<file path="src/rtl/riscv_pkg.sv">
`default_nettype none
// ============================================================================
// Module      : riscv_pkg
// Description : Shared integer-core definitions: default data width,
//               architectural register indices (shared with sys_regs) and
//               writeback-entry field widths.
// Revision    : 1.0 - initial release
// ============================================================================
package riscv_pkg;

    localparam int XLEN_DEFAULT = 32;

    // Writeback entry layout: {rd, data}
    localparam int RD_W = 5;

    localparam logic [RD_W-1:0] X0  = 5'd0;
    localparam logic [RD_W-1:0] X1  = 5'd1;
    localparam logic [RD_W-1:0] X2  = 5'd2;
    localparam logic [RD_W-1:0] X3  = 5'd3;
    localparam logic [RD_W-1:0] X4  = 5'd4;
    localparam logic [RD_W-1:0] X5  = 5'd5;
    localparam logic [RD_W-1:0] X6  = 5'd6;
    localparam logic [RD_W-1:0] X7  = 5'd7;
    localparam logic [RD_W-1:0] X8  = 5'd8;
    localparam logic [RD_W-1:0] X9  = 5'd9;
    localparam logic [RD_W-1:0] X10 = 5'd10;
    localparam logic [RD_W-1:0] X11 = 5'd11;
    localparam logic [RD_W-1:0] X12 = 5'd12;
    localparam logic [RD_W-1:0] X13 = 5'd13;
    localparam logic [RD_W-1:0] X14 = 5'd14;
    localparam logic [RD_W-1:0] X15 = 5'd15;
    localparam logic [RD_W-1:0] X16 = 5'd16;
    localparam logic [RD_W-1:0] X17 = 5'd17;
    localparam logic [RD_W-1:0] X18 = 5'd18;
    localparam logic [RD_W-1:0] X19 = 5'd19;
    localparam logic [RD_W-1:0] X20 = 5'd20;
    localparam logic [RD_W-1:0] X21 = 5'd21;
    localparam logic [RD_W-1:0] X22 = 5'd22;
    localparam logic [RD_W-1:0] X23 = 5'd23;
    localparam logic [RD_W-1:0] X24 = 5'd24;
    localparam logic [RD_W-1:0] X25 = 5'd25;
    localparam logic [RD_W-1:0] X26 = 5'd26;
    localparam logic [RD_W-1:0] X27 = 5'd27;
    localparam logic [RD_W-1:0] X28 = 5'd28;
    localparam logic [RD_W-1:0] X29 = 5'd29;
    localparam logic [RD_W-1:0] X30 = 5'd30;
    localparam logic [RD_W-1:0] X31 = 5'd31;

    // x0 is hardwired to zero and must never be written or tracked.
    function automatic logic is_x0(input logic [RD_W-1:0] rd);
        return rd == X0;
    endfunction

endpackage
`default_nettype wire

</file>
<file path="src/rtl/wb_fifo.sv">
`default_nettype none
// ============================================================================
// Module      : wb_fifo
// Description : Small synchronous FIFO buffering load writeback entries.
//               DEPTH must be a power of two (>= 2) so pointers wrap
//               naturally; the occupancy counter is one bit wider.
//               Head entry is presented combinationally (no bypass).
// Revision    : 1.0 - initial release
// ============================================================================
module wb_fifo #(
    parameter int DEPTH = 4,
    parameter int WIDTH = 37
) (
    input  logic             clk,
    input  logic             rst_n,
    input  logic             push_i,
    input  logic             pop_i,
    input  logic [WIDTH-1:0] data_i,
    output logic             full_o,
    output logic             empty_o,
    output logic [WIDTH-1:0] head_o
);

    localparam int PTR_W = $clog2(DEPTH);
    localparam int CNT_W = PTR_W + 1;

    logic [WIDTH-1:0] mem_q [DEPTH];
    logic [PTR_W-1:0] wr_ptr_q, wr_ptr_d;
    logic [PTR_W-1:0] rd_ptr_q, rd_ptr_d;
    logic [CNT_W-1:0] count_q,  count_d;
    logic             push_ok;
    logic             pop_ok;

    assign full_o  = (count_q == CNT_W'(DEPTH));
    assign empty_o = (count_q == '0);
    assign head_o  = mem_q[rd_ptr_q];

    // Guard against overflow/underflow even if a caller misbehaves.
    assign push_ok = push_i && !full_o;
    assign pop_ok  = pop_i  && !empty_o;

    // Next pointer and occupancy; simultaneous push/pop keeps the count.
    always_comb begin
        wr_ptr_d = wr_ptr_q;
        rd_ptr_d = rd_ptr_q;
        count_d  = count_q;
        if (push_ok) begin
            wr_ptr_d = wr_ptr_q + PTR_W'(1);
        end
        if (pop_ok) begin
            rd_ptr_d = rd_ptr_q + PTR_W'(1);
        end
        case ({push_ok, pop_ok})
            2'b10:   count_d = count_q + CNT_W'(1);
            2'b01:   count_d = count_q - CNT_W'(1);
            default: count_d = count_q;
        endcase
    end

    // Pointer and occupancy registers; reset empties the FIFO.
    always_ff @(posedge clk or negedge rst_n) begin
        if (!rst_n) begin
            wr_ptr_q <= '0;
            rd_ptr_q <= '0;
            count_q  <= '0;
        end else begin
            wr_ptr_q <= wr_ptr_d;
            rd_ptr_q <= rd_ptr_d;
            count_q  <= count_d;
        end
    end

    // Entry storage; contents are don't-care while the slot is not occupied.
    always_ff @(posedge clk) begin
        if (push_ok) begin
            mem_q[wr_ptr_q] <= data_i;
        end
    end

endmodule
`default_nettype wire

</file>
<file path="src/rtl/reg_wb_ctrl.sv">
`default_nettype none
// ============================================================================
// Module      : reg_wb_ctrl
// Description : Register-file writeback controller. Merges single-cycle ALU
//               results with buffered load results and issues one registered
//               write per cycle to sys_regs. x0 results are consumed but not
//               written.
//               Optional feature macro: WB_SCOREBOARD_EN - builds a pending-
//               load scoreboard driving hz_rs1/hz_rs2 for RAW stalls. When
//               undefined, hz_* are tied low and iss_*/chk_* are ignored.
// Revision    : 1.0 - initial release
// ============================================================================
module reg_wb_ctrl
    import riscv_pkg::*;
#(
    parameter int XLEN  = XLEN_DEFAULT,
    parameter int DEPTH = 4
) (
    input  logic            clk,
    input  logic            rst_n,
    // ALU result channel
    input  logic            alu_valid,
    output logic            alu_ready,
    input  logic [4:0]      alu_rd,
    input  logic [XLEN-1:0] alu_data,
    // Load result channel
    input  logic            ld_valid,
    output logic            ld_ready,
    input  logic [4:0]      ld_rd,
    input  logic [XLEN-1:0] ld_data,
    // Issue-stage hazard interface
    input  logic            iss_valid,
    input  logic            iss_is_load,
    input  logic [4:0]      iss_rd,
    input  logic [4:0]      chk_rs1,
    input  logic [4:0]      chk_rs2,
    output logic            hz_rs1,
    output logic            hz_rs2,
    // sys_regs write port
    output logic            wr_en,
    output logic [4:0]      rd_addr,
    output logic [XLEN-1:0] wr_data
);

    localparam int ENTRY_W = RD_W + XLEN;

    logic                fifo_full;
    logic                fifo_empty;
    logic [ENTRY_W-1:0]  fifo_head;
    logic [RD_W-1:0]     head_rd;
    logic [XLEN-1:0]     head_data;

    logic                ld_push;
    logic                alu_xfer;
    logic                ld_pop;
    logic                cmt_valid;
    logic [RD_W-1:0]     cmt_rd;
    logic [XLEN-1:0]     cmt_data;
    logic                cmt_write;

    logic                wr_en_q,   wr_en_d;
    logic [RD_W-1:0]     rd_addr_q, rd_addr_d;
    logic [XLEN-1:0]     wr_data_q, wr_data_d;

    // ------------------------------------------------------------------
    // Load buffer
    // ------------------------------------------------------------------
    wb_fifo #(
        .DEPTH (DEPTH),
        .WIDTH (ENTRY_W)
    ) u_fifo (
        .clk     (clk),
        .rst_n   (rst_n),
        .push_i  (ld_push),
        .pop_i   (ld_pop),
        .data_i  ({ld_rd, ld_data}),
        .full_o  (fifo_full),
        .empty_o (fifo_empty),
        .head_o  (fifo_head)
    );

    assign head_rd   = fifo_head[ENTRY_W-1 -: RD_W];
    assign head_data = fifo_head[XLEN-1:0];

    // ------------------------------------------------------------------
    // Handshakes and arbitration
    // ------------------------------------------------------------------
    // Holding the ALU off while full guarantees the head drains, so both
    // producers see the same backpressure signal.
    assign alu_ready = !fifo_full;
    assign ld_ready  = !fifo_full;

    assign ld_push   = ld_valid  && !fifo_full;
    assign alu_xfer  = alu_valid && !fifo_full;
    // When full, alu_xfer is forced low so the head wins automatically.
    assign ld_pop    = !alu_xfer && !fifo_empty;

    assign cmt_valid = alu_xfer || ld_pop;
    assign cmt_rd    = alu_xfer ? alu_rd   : head_rd;
    assign cmt_data  = alu_xfer ? alu_data : head_data;
    assign cmt_write = cmt_valid && !is_x0(cmt_rd);

    // Output stage next-state: address/data hold when nothing is written.
    always_comb begin
        wr_en_d   = cmt_write;
        rd_addr_d = rd_addr_q;
        wr_data_d = wr_data_q;
        if (cmt_write) begin
            rd_addr_d = cmt_rd;
            wr_data_d = cmt_data;
        end
    end

    // Registered write port so address/data are stable for the whole cycle.
    always_ff @(posedge clk or negedge rst_n) begin
        if (!rst_n) begin
            wr_en_q   <= 1'b0;
            rd_addr_q <= '0;
            wr_data_q <= '0;
        end else begin
            wr_en_q   <= wr_en_d;
            rd_addr_q <= rd_addr_d;
            wr_data_q <= wr_data_d;
        end
    end

    assign wr_en   = wr_en_q;
    assign rd_addr = rd_addr_q;
    assign wr_data = wr_data_q;

    // ------------------------------------------------------------------
    // Pending-load scoreboard
    // ------------------------------------------------------------------
`ifdef WB_SCOREBOARD_EN
    logic [31:0] pending_q, pending_d;
    logic        ld_cmt_rs1;
    logic        ld_cmt_rs2;

    // Clear on load commit first, then set, so a same-cycle re-issue wins.
    always_comb begin
        pending_d = pending_q;
        if (ld_pop && !is_x0(head_rd)) begin
            pending_d[head_rd] = 1'b0;
        end
        if (iss_valid && iss_is_load && !is_x0(iss_rd)) begin
            pending_d[iss_rd] = 1'b1;
        end
    end

    // Pending vector register; reset drops all in-flight loads.
    always_ff @(posedge clk or negedge rst_n) begin
        if (!rst_n) begin
            pending_q <= '0;
        end else begin
            pending_q <= pending_d;
        end
    end

    assign ld_cmt_rs1 = ld_pop && (head_rd == chk_rs1);
    assign ld_cmt_rs2 = ld_pop && (head_rd == chk_rs2);

    assign hz_rs1 = !is_x0(chk_rs1) && (pending_q[chk_rs1] || ld_cmt_rs1);
    assign hz_rs2 = !is_x0(chk_rs2) && (pending_q[chk_rs2] || ld_cmt_rs2);
`else
    logic w_unused_sb;

    // Hazard tracking is not built; its inputs are intentionally ignored.
    assign w_unused_sb = ^{iss_valid, iss_is_load, iss_rd, chk_rs1, chk_rs2};
    assign hz_rs1      = 1'b0;
    assign hz_rs2      = 1'b0;
`endif

endmodule
`default_nettype wire

</file>
<file path="config.mk">
export PLATFORM = sky130hd
export DESIGN_NAME = reg_wb_ctrl
export DESIGN_NICKNAME = d
export VERILOG_FILES = /design/src/rtl/riscv_pkg.sv /design/src/rtl/wb_fifo.sv /design/src/rtl/reg_wb_ctrl.sv
export SDC_FILE = /design/constraint.sdc
export NUM_CORES = 1
export LEC_CHECK = 0
export BUFFER_PORTS_ARGS = -buffer_cell sky130_fd_sc_hd__buf_2
export CORE_MARGIN = 2
export CORE_UTILIZATION = 55
export CTS_CLUSTER_DIAMETER = 50
export DETAILED_ROUTE_END_ITERATION = 6
export PLACE_DENSITY = 0.85
export SYNTH_ARGS = -nofsm -noshare
export SYNTH_HDL_FRONTEND = slang
export SYNTH_SLANG_ARGS = --single-unit
</file>
<file path="constraint.sdc">
create_clock -name clk -period 6 [get_ports clk]
set_input_delay 1.2 -clock clk [delete_from_list [all_inputs] [get_ports clk]]
set_output_delay 1.2 -clock clk [all_outputs]
set_load 0.02 [all_outputs]
</file>
* After elaboration in Yosys (flattened, before gate mapping)
Memory sizes are Yosys's and may differ from the RTL's.
Index checks and enable logic that the tools add are counted.
** Operators by class
- Add/sub/neg operators :: 4
- Equal/unequal tests :: 3
- Mux-type cells :: 5
- Reductions and logical operators :: 14
** Operators by type and width (count)
- 32-bit two-way mux :: 1
- 1-bit logical AND :: 6
- 3-bit case mux with 2 select lines :: 1
- 5-bit logical NOT :: 1
- 5-bit two-way mux :: 1
- 2-bit by 1-bit adder with 2-bit output (second input constant) :: 2
- 1-bit logical NOT :: 4
- 3-bit by 1-bit adder with 3-bit output (second input constant) :: 1
- 3-bit == test (second input constant) :: 1
- 3-bit logical NOT :: 1
- 3-bit by 1-bit subtractor with 3-bit output (second input constant) :: 1
- 2-bit by 1-bit == test with 1-bit output (second input constant) :: 1
- 2-bit == test (second input constant) :: 1
- 1-bit two-way mux :: 2
- 2-bit nonzero test :: 1
- 1-bit logical OR :: 1
** Word-level totals
- Bits in registers :: 45
- Memory bits (writable) :: 148
- Input bits :: 95
- Output and inout port bits :: 42
- Logic and storage cells :: 33
- Memories kept :: 1
** Memories
- u_fifo.mem_q :: depth 4, bits a word 37, rd ports 1, clocked after memory_dff 0, wr ports 1, line wb_fifo.sv:27 : logic [WIDTH-1:0] mem_q [DEPTH];

* Longest topological paths before layout
Gate-level depths: netlist (run 1).
- Depth in word-level cells :: 8
- Gate-level depth with buffers :: 8
- Depth with buffers taken out :: 7

* Modules after synthesis
From an unflattened synthesis (run 1), not the netlist that was laid out.
** Unflattened totals
- Cell total of the unflattened synthesis :: 379
- Area total of the unflattened synthesis :: 7636.1 um^2
** By module, submodules not included
- wb_fifo :: times used 1, cells an instance 230, area an instance 5755.5 um^2, sequential area each 4619.4 um^2
- reg_wb_ctrl :: times used 1, cells an instance 149, area an instance 1880.6 um^2, sequential area each 950.9 um^2

* Worst setup path after synthesis (run 1)
OpenSTA, ideal clock, no wires.
- Path type :: input to register
- Start point :: input port alu_valid
- End point :: register u_fifo.count_q[2]
- Library setup time :: 0.125 ns
- Data arrival time :: 3.163 ns
- Required time :: 5.875 ns
- Setup slack :: 2.712 ns
- Cell stages on the path :: 7
- Buffers on the path :: 0
- Cells stage by stage :: nor4_1 a21oi_1 ha_1 fa_1 xnor2_1 nor2_1 xor2_1
** On the way
- Word-level cells in the longest chain between the ends :: 6
- Elaborated cells on any way between the ends :: 8
- Those cells by class :: eq/ne: 2; mux: 1; reduce/logical: 5
** Ends and longest elaborated chain
- start: declaration :: line reg_wb_ctrl.sv:22 : input logic alu_valid,
- 1-bit logical AND * :: line reg_wb_ctrl.sv:94 : assign alu_xfer = alu_valid && !fifo_full;
- 1-bit logical NOT * :: line reg_wb_ctrl.sv:96 : assign ld_pop = !alu_xfer && !fifo_empty;
- 1-bit logical AND * :: line reg_wb_ctrl.sv:96
- 1-bit logical AND * :: line wb_fifo.sv:40 : assign pop_ok = pop_i && !empty_o;
- named net u_fifo.pop_ok :: line wb_fifo.sv:32 : logic pop_ok;
- 2-bit by 1-bit == test with 1-bit output or 2-bit == test (tied branches) :: line wb_fifo.sv:53 : case ({push_ok, pop_ok})
- 3-bit case mux with 2 select lines or 2-bit nonzero test (tied branches)
- end signal: assignment :: line wb_fifo.sv:69 : count_q <= count_d;
- end: declaration :: line wb_fifo.sv:30 : logic [CNT_W-1:0] count_q, count_d;
The timed path passes the listed nets; every way through them passes the cells marked *.
A chain may end at the register's enable or synchronous reset.

* Worst setup path in the final report (run 1)
- Start point :: register u_fifo.rd_ptr_q[0]
- End point :: register wr_data_q[4], in the netlist wr_data[4]
** On the way
- Word-level cells in the longest chain between the ends :: 5
- Elaborated cells on any way between the ends :: 6
- Those cells by class :: mux: 2; reduce/logical: 3; memory: 1
** Ends and longest elaborated chain
- start: declaration :: line wb_fifo.sv:29 : logic [PTR_W-1:0] rd_ptr_q, rd_ptr_d;
- start signal: assignment :: line wb_fifo.sv:68 : rd_ptr_q <= rd_ptr_d;
- memory read 4 x 37 bit *
- 5-bit two-way mux :: line reg_wb_ctrl.sv:99 : assign cmt_rd = alu_xfer ? alu_rd : head_rd;
- 5-bit logical NOT :: line riscv_pkg.sv:51 : return rd == X0;
- 1-bit logical NOT :: line reg_wb_ctrl.sv:101 : assign cmt_write = cmt_valid && !is_x0(cmt_rd);
- 1-bit logical AND :: line reg_wb_ctrl.sv:101
- end signal: assignment :: line reg_wb_ctrl.sv:123 : wr_data_q <= wr_data_d;
- end: declaration :: line reg_wb_ctrl.sv:63 : logic [XLEN-1:0] wr_data_q, wr_data_d;
Every way passes the cells marked *; elsewhere a longest branch is shown, timed or not.

==> impl_metrics.ini, run 1 <==
[run_status]
status = completed

[synthesis]
synth.most_common_cell = edfxtp_1
async_flop_share_pct = 23.3
ys_ff_latch = 193
ys_seq_area_share_pct = 71.7
synth_top_area_share_pct = 57.2
avgSynthCellArea_um2 = 21.6
synth_ff_type = edfxtp_1
synth_warnings = 0
synth.top_cells.by_count = edfxtp_1, dfrtp_1, mux2_2
synth_area_um2 = 7770
synth.area.top_cells = edfxtp_1, dfrtp_1, mux4_2
synth_edf_count = 148
netlist_instances = 359
ys_types = 30
synth_area_leader_cell = edfxtp_1

[place]
dp_slack_ns = 2.32
dpl.hpwl_mm = 8.40
port_buffers = 117
place_congestion = 0.696

[critical_path]
rr_startpoint = u_fifo.rd_ptr_q[0]
critPathSlowestCell = dfrtp_2
reg2reg_to = wr_data[4]
worst_setup_path_end_kind = flop
worstSetupStartpoint = u_fifo.rd_ptr_q[0]
path_buf_inv = 2
path_delay_family = multiplexers
crit_path_start_kind = flop
cpMostUsedCell = buf_4
crit_end = wr_data[4]
cp.depth = 6
crit_required_ns = 6.31
cp_cell_sequence = buf_4 > mux4_1 > nor4_4 > a211oi_4 > buf_4 > mux2_4
crit_fanout = 37
crit_type = flop to flop
r2r_slack_ns = 2.54
arrival_ns = 3.76
reg2reg_depth = 6
cpPeakStageDelay_ns = 0.92

[die]
rows = 43
io_pins = 137
dieWidth_um = 123
fp.coreArea_um2 = 13800
die-height_um = 123
die_area_um2 = 15100
initial_utilization_pct = 56.2

[sta]
fmax_mhz = 289
slew_headroom_pct = 26.3
fin_crit_sh_pct = 57.6
skew_ns = 0.00603
maxSlewViolCount = 0
tightest_slew_ns = 1.11
setup_violations = 0
fin_crit_ns = 3.46
grt_setup_unrepaired = no
hold_violations = 0
fin_ws_ns = 2.54
setup_tns_ns = 0

[detailed_routing]
wl_mm = 13.7
avgViaCountPerCell = 5.62
post_drt_wl_per_cell_um = 20.4
ant_nets = 0
drc = 0
vias = 3769
drt_iter0_markers = 202
firstDrtPassIters = 4

[cts]
ctsHoldBuffers = 0
worstSkewPairLatency_ns = 0.42
cts_tree = built
clk_path_buf_depth = 2
htreeDepth = 4
ctsResizeCount = 0
postCtsSetupBuffers = 0
cts_buffers = 17
root_buffer = clkbuf_16
path_clk_slew_ns = 0.06
clock-sinks = 193

[cells_and_area]
nNetsFinal = 580
antennaDiodeCount = 0
nFillCells = 918
area_growth_syn_to_layout_pct = 16.4
seq_area_um2 = 5570
multi_input_comb_area_um2 = 2080
drive_above_1_share_pct = 52.7

[pwr]
p_sw_share_pct = 29.7
p_leak_nw = 3.46
max-vdd-ir-drop_uv = 267
pwr-share-clk_pct = 23.3
p_seq_share_pct = 45.0
p_comb_share_pct = 31.7
power.density_nw_per_um2 = 508
p_int_mw = 3.23
p_sw_mw = 1.37

[grt]
antenna_found_initial = 2
track_usage_pct = 19.8
grt_pass1_wl_mm = 21.4
grt_max_degree = 46
grt_pass1_vias = 4059
grt-ovfl-total = 0

[worst_hold_path]
hold_start = wr_data[24]
hp-class = flop to flop

[job]
drv_cap = 0
[cell usage in the layout, fill, tap and decap left out, types with 2 or more instances in the layout]
cell / count
a21oi_1: 2
and3_2: 4
buf_2: 117
buf_4: 2
bufinv_16: 2
clkbuf_1: 5
clkbuf_16: 17
clkbuf_8: 2
clkinv_1: 2
clkinv_2: 2
conb_1: 2
dfrtp_1: 43
dfrtp_2: 2
edfxtp_1: 148
ha_1: 5
inv_1: 3
mux2_2: 44
mux2_4: 28
mux2i_1: 2
mux4_1: 3
mux4_2: 34
nand2_1: 2
nor4_1: 2
o22ai_1: 2
xnor2_1: 4
xor2_1: 2
[power by group through the flow]
| stage | Clock (mW) | Combinational (mW) | Sequential [mW] |
|---|---|---|---|
| floorplan | 0 | 1.03 | 2.13 |
| global placement | 0 | 1.43 | 2.06 |
| detailed placement | 0 | 1.47 | 2.10 |
| CTS | 1.09 | 1.48 | 2.08 |
| global route | 1.15 | 1.57 | 2.12 |
| finish | 1.07 | 1.46 | 2.07 |
[registers in the layout (all words and copies together) (netlist names)]
| signal | cells |
|---|---|
| wr_en | 1 |
| wr_data | 32 |
| u_fifo.mem_q | 148 |
| u_fifo.wr_ptr_q | 2 |
| u_fifo.count_q | 3 |
| u_fifo.rd_ptr_q | 2 |
| rd_addr | 5 |
[logic make-up after synthesis]
| logic type | share of synthesized area, % |
|---|---|
| AO/OA/AOI/OAI | 0.741 |
| flip-flops | 71.7 |
| other | 0.0483 |
| multiplexers | 22.9 |
| AND/OR/NAND/NOR | 1.19 |
| buffers and inverters | 1.69 |
| adder cells (fa/ha/maj) | 1.06 |
| XOR/XNOR | 0.676 |
[worst min path at each step]
stage	to	cells past startpoint
after floorplan	u_fifo.count_q[2]	1
after global placement	u_fifo.count_q[2]	1
after detailed placement	u_fifo.count_q[2]	1
after CTS	u_fifo.count_q[2]	1
after global routing	wr_data[25]	1
final	wr_data[24]	1
[metrics by stage]
step / instance area (um2) / utilization (%) / hold WS (ns) / cells / total power, mW
after global placement: 8490 / 61.4 / 0.477 / 640 / 3.49
final: 9050 / 65.4 / 0.505 / 671 / 4.60
after global routing: 9050 / 65.4 / 0.522 / 671 / 4.83
after floorplan: 7770 / - / 0.456 / 360 / 3.16
after CTS: 9050 / 65.4 / 0.496 / 671 / 4.65
after detailed placement: 8490 / 61.4 / 0.487 / 640 / 3.57
[routing by layer]
layer | wire (um) | vias up | share of wire (%) | global-route usage (%)
li1 | - | 1681 | - | -
met1 | 5670 | 1961 | 41 | 24.9
met2 | 7070 | 102 | 52 | 32.8
met3 | 692 | 23 | 5.1 | 5.39
met4 | 225 | 2 | 1.6 | 7.76
met5 | 8 | - | 0.059 | 0
[final cells by class]
cell class / instances / share of cell area (%)
tap: 180 / 2.49
multi-input combinational: 145 / 23.0
inverter: 3 / 0.124
timing repair buffer: 119 / 6.64
sequential: 193 / 61.6
clock buffer: 24 / 5.21
clock inverter: 7 / 0.940
(Power assumes the default switching activity.)
==> inputs of run 2 (changes only) <==
--- a/config.mk
+++ b/config.mk
@@ -7,10 +7,10 @@
 export LEC_CHECK = 0
 export BUFFER_PORTS_ARGS = -buffer_cell sky130_fd_sc_hd__buf_2
 export CORE_MARGIN = 2
-export CORE_UTILIZATION = 55
+export CORE_UTILIZATION = 50
 export CTS_CLUSTER_DIAMETER = 50
 export DETAILED_ROUTE_END_ITERATION = 6
-export PLACE_DENSITY = 0.85
+export PLACE_DENSITY = 0.81
 export SYNTH_ARGS = -nofsm -noshare
 export SYNTH_HDL_FRONTEND = slang
 export SYNTH_SLANG_ARGS = --single-unit
==> constraint.sdc (replaced) <==
create_clock -name clk -period 2.85 [get_ports clk]
set_input_delay 0.57 -clock clk [delete_from_list [all_inputs] [get_ports clk]]
set_output_delay 0.57 -clock clk [all_outputs]
set_load 0.02 [all_outputs]
==> run 2 against run 1 <==
Clock skew increased by 0.0061 ns. Power is 110% higher. Critical path depth down 1. Count of clock-buffer cells in the layout fell by 6. Combinational power grew 120%. Cell area grew 1.5%. Cell count rose by 2.1%. Worst setup slack worse by 2.2 ns. Register-to-register slack got worse by 2.2 ns. Fmax rose by 38%. Worst hold slack got worse by 0.29 ns. Critical path type unchanged. Largest cell class unchanged.
==> impl_metrics.ini, run 2 (synthesis gave the netlist of run 1 again) <==
[run_status]
status = completed

[critical_path]
critPathSlowestCell = or3b_2
crit_fanout = 12
crit_type = flop to flop
cpPeakStageDelay_ns = 0.63
worst_setup_path_end_kind = flop
arrival_ns = 2.82
crit_required_ns = 3.16
crit_path_start_kind = flop
cp_cell_sequence = or3b_2 > a21oi_1 > ha_1 > fa_1 > mux2_2

[cts]
worstSkewPairLatency_ns = 0.43
postCtsSetupBuffers = 0
path_clk_slew_ns = 0.07
htreeDepth = 4
cts_tree = built
root_buffer = clkbuf_16
clk_path_buf_depth = 2
ctsResizeCount = 0
cts_buffers = 17
ctsHoldBuffers = 0
clock-sinks = 193

[place]
place_congestion = 0.693
dpl.hpwl_mm = 8.38
placed_cells = 653
placed_area_um2 = 8560
port_buffers = 117

[sta]
fin_crit_sh_pct = 88.2
skew_ns = 0.0122
grt_setup_unrepaired = no
hold_violations = 0
fmax_mhz = 398
setup_violations = 0
fin_crit_ns = 2.51
slew_headroom_pct = 32.2
setup_tns_ns = 0
maxSlewViolCount = 0
tightest_slew_ns = 1.02

[grt]
antenna_found_initial = 0
grt-ovfl-total = 0
grt_pass1_wl_mm = 20.9
grt_pass1_vias = 3828
track_usage_pct = 17.3
grt_max_degree = 39

[cells_and_area]
area_growth_syn_to_layout_pct = 18.1
drive_above_1_share_pct = 54.7
nFillCells = 1138
regMostFlops = u_fifo.mem_q
largest_reg_flops = 148
fin_area_um2 = 9180
final_cell_mix = edfxtp_1, buf_2, mux2_2
nNetsFinal = 585
final_cells = 685
final_common_cell = edfxtp_1
antennaDiodeCount = 0

[detailed_routing]
wl_mm = 13.6
vias = 3748
drt_iter0_markers = 190
ant_nets = 0
post_drt_wl_per_cell_um = 19.9
firstDrtPassIters = 5
drc = 0
avgViaCountPerCell = 5.47

[worst_hold_path]
hp-class = primary input to asynchronous set/reset pin

[die]
die-height_um = 129
initial_utilization_pct = 51.1
dieWidth_um = 129
fp.coreArea_um2 = 15200
rows = 45
die_area_um2 = 16600
io_pins = 137

[pwr]
p_leak_nw = 3.52
power.density_nw_per_um2 = 1080
max-vdd-ir-drop_uv = 557

[job]
drv_cap = 0
[run 2: cell types whose count changed in the layout (fill, tap and decap cells not counted), sizes merged]
cell | previous run | this run
clkbuf | 24 | 18
bufinv | 2 | 3
clkinvlp | 1 | 3
buf | 119 | 124
inv | 3 | 7
[run 2: final timing paths]
kind / startpoint / to / slack (ns) / cells after the start
setup / recovery: u_fifo.count_q[0] / u_fifo.count_q[1] / 0.34 / 5
hold / removal: rst_n / wr_data[25] / 0.21 / 1
setup reg to reg: u_fifo.count_q[0] / u_fifo.count_q[1] / 0.34 / 5
hold reg to reg: wr_data[25] / wr_data[25] / 0.50 / 1
max in group asynchronous: rst_n / wr_data[17] / 1.89 / 2
min in group clk: ld_data[22] / u_fifo.mem_q[2][22] / 0.36 / 1
[run 2: final cells by class]
| type | instances | area [um2] | area share [%] |
|---|---|---|---|
| flip-flops and latches | 193 | 5570 | 60.7 |
| multi-input cells | 145 | 2080 | 22.7 |
| repair buffers | 124 | 663 | 7.22 |
| clock buffers | 18 | 439 | 4.78 |
| well taps | 188 | 235 | 2.56 |
| clock inverters | 14 | 178 | 1.94 |
| inverters | 3 | 11.3 | 0.123 |
[run 2: metal layers]
metal,vias up,wire [um],global-route usage (%)
met2,97,7080,29.7
met5,-,0,0
met1,1940,5750,21.6
li1,1699,-,-
met4,0,201,6.91
met3,12,596,3.87
[run 2: through the flow]
stage / worst slack (ns) / hold slack [ns] / util (%) / power, mW
global route: 0.224 / 0.260 / 60.4 / 10.4
finish: 0.336 / 0.215 / 60.4 / 9.87
global placement: 0.391 / 0.475 / 56.3 / 7.39
CTS: 0.329 / 0.228 / 60.4 / 10.0
floorplan: 0.192 / 0.274 / - / 6.64
detailed placement: 0.322 / 0.490 / 56.3 / 7.55
[run 2: power breakdown]
| part | internal [mW] | leakage, nW | switching (mW) |
|---|---|---|---|
| Clock | 1.42 | 0.295 | 1.03 |
| Sequential | 3.85 | 1.88 | 0.352 |
| Combinational | 1.64 | 1.35 | 1.57 |
| Total | 6.92 | 3.52 | 2.96 |
[run 2: critical path: cells and delay by family (launching register included)]
kind	cells	cell delay (ns)
fa+ha+maj	2	0.68
simple gates	1	0.63
flops	1	0.44
compound gates	1	0.38
mux	1	0.27
==> inputs of run 3 (changes only) <==
--- a/config.mk
+++ b/config.mk
@@ -10,7 +10,8 @@
 export CORE_UTILIZATION = 50
 export CTS_CLUSTER_DIAMETER = 50
 export DETAILED_ROUTE_END_ITERATION = 6
-export PLACE_DENSITY = 0.81
+export PLACE_DENSITY = 0.82
 export SYNTH_ARGS = -nofsm -noshare
 export SYNTH_HDL_FRONTEND = slang
+export SYNTH_HIERARCHICAL = 1
 export SYNTH_SLANG_ARGS = --single-unit
==> run 3 against run 2 <==
Fmax is 5.1% lower. Non-clock buffer count rose by 11. Cell count grew 3.8%.
==> impl_metrics.ini, run 3 <==
[place]
placed_cells = 678
dp_slack_ns = -0.0106
placed_area_um2 = 8510
place_congestion = 0.726
port_buffers = 117
dpl.hpwl_mm = 9.76

[critical_path]
arrival_ns = 3.00
crit_path_start_kind = flop
crit_type = flop to flop
crit_required_ns = 3.20
reg2reg_depth = 7
crit_fanout = 13
worst_setup_path_end_kind = flop

[synthesis]
ys_seq_area_share_pct = 72.9
ys_ff_latch = 193
synth_area_um2 = 7640
synth_ff_type = edfxtp_1
synth_edf_count = 148
synth.area.top_cells = edfxtp_1, dfrtp_1, mux4_2
synth_fa_ha_area_share_pct = 1.08
synth_area_leader_cell = edfxtp_1
async_flop_share_pct = 23.3
netlist_instances = 379
synth_top_area_share_pct = 58.2
synth-simple-area-share_pct = 1.41
synth.top_cells.by_count = edfxtp_1, dfrtp_1, mux4_2
synth.most_common_cell = edfxtp_1
synth_top_family_by_area = multiplexers
synthMuxAreaShare_pct = 11.3
synth_xor_area_share_pct = 0.688
synth_compound_area_share_pct = 9.78
avgSynthCellArea_um2 = 20.1
synth_warnings = 6
ys_types = 34

[cts]
cts_buffers = 17
clock-sinks = 193
worstSkewPairLatency_ns = 0.43
ctsResizeCount = 0
clk_path_buf_depth = 2
cts_tree = built
path_clk_slew_ns = 0.07
htreeDepth = 4
root_buffer = clkbuf_16
postCtsSetupBuffers = 0
ctsHoldBuffers = 0

[detailed_routing]
vias = 3993
wl_mm = 15.6
avgViaCountPerCell = 5.62
ant_nets = 0
post_drt_wl_per_cell_um = 21.9
firstDrtPassIters = 4
drc = 0
drt_iter0_markers = 288

[worst_hold_path]
hp-class = primary input to asynchronous set/reset pin

[die]
io_pins = 137
die_area_um2 = 16300
rows = 45
die-height_um = 128
dieWidth_um = 128
fp.coreArea_um2 = 15100
initial_utilization_pct = 50.6

[cells_and_area]
seq_area_um2 = 5570
final_common_cell = edfxtp_1
antennaDiodeCount = 0
nNetsFinal = 611
area_growth_syn_to_layout_pct = 20.1
nFillCells = 1125
regMostFlops = u_fifo/mem_q
fin_area_um2 = 9170
multi_input_comb_area_um2 = 1890
final_cell_mix = edfxtp_1, buf_2, dfrtp_1
final_cells = 711
largest_reg_flops = 148
drive_above_1_share_pct = 45.9

[pwr]
total_power_mw = 10.3
p_leak_nw = 3.35
max-vdd-ir-drop_uv = 593
power.density_nw_per_um2 = 1120

[grt]
track_usage_pct = 20.6
grt_max_degree = 33
grt-ovfl-total = 0
antenna_found_initial = 0
grt_pass1_wl_mm = 24.4
grt_pass1_vias = 4341

[sta]
slew_headroom_pct = 22.4
tightest_slew_ns = 1.16
skew_ns = 0.0111
fin_crit_ns = 2.65
maxSlewViolCount = 0
grt_setup_unrepaired = no
hold_violations = 0
fmax_mhz = 378
setup_violations = 0
fin_crit_sh_pct = 92.9
fin_ws_ns = 0.202

[job]
drv_cap = 0

[run_status]
status = completed
run 3: cell types whose count changed after synthesis, moves of 7 or more:
| cell | delta |
|---|---|
| mux2_2 | -43 |
| o22ai_1 | +31 |
| mux2_4 | -28 |
| inv_1 | +11 |
| a2bb2oi_1 | +7 |
| a2bb2oi_2 | +25 |
| clkbuf_1 | +8 |
run 3: routing by layer:
metal	track usage (%)	wire, um	vias up
li1	-	-	1809
met1	26.2	6230	2042
met2	34.8	8220	131
met3	5.36	992	11
met4	6.79	122	0
met5	0	0	-
run 3: cell type report:
type,count,area share (%)
Clock buffer,20,4.76
Clock inverter,12,2.25
Inverter,14,0.573
Multi-Input combinational cell,149,20.7
Sequential cell,193,60.8
Tap cell,188,2.57
Timing Repair Buffer,135,8.41
run 3: per-stage QoR:
stage / utilization (%) / hold slack, ns / setup TNS [ns]
floorplan: - / 0.274 / 0
global placement: 56.4 / 0.493 / 0
detailed placement: 56.4 / 0.511 / -0.0106
CTS: 60.8 / 0.196 / 0
global route: 60.8 / 0.242 / 0
finish: 60.8 / 0.190 / 0
run 3: kinds of logic after synthesis:
| kind of cell | after synthesis |
|---|---|
| DFF | 193 |
| AOI/OAI and AO/OA | 77 |
| buffers and inverters | 39 |
| and+or+nand+nor | 17 |
| muxes | 40 |
| other | 1 |
| adders and majority gates | 6 |
| xor gates and xnor gates | 6 |
run 3: path summary, 6_finish.rpt:
check,startpoint,end,slack [ns]
max,u_fifo/rd_ptr_q[0],wr_data[23],0.20
min,rst_n,rd_addr[2],0.19
max reg2reg,u_fifo/rd_ptr_q[0],wr_data[23],0.20
min reg2reg,wr_data[13],wr_data[13],0.52
max in group asynchronous,rst_n,wr_data[3],2.02
min in group clk,ld_data[28],u_fifo/mem_q[0][28],0.35
run 3: report_power, final:
part	switching, mW	internal [mW]	total, mW
Clock	1.00	1.56	2.56
Sequential	0.348	3.85	4.20
Combinational	1.89	1.65	3.55
run 3: critical path, stage by stage, from the launching register on:
cell	delay [ns]
dfrtp_2	0.49
mux4_2	0.38
nor4_1	0.06
buf_4	0.14
a32oi_4	0.29
a21boi_4	0.69
buf_4	0.35
a2bb2oi_1	0.17
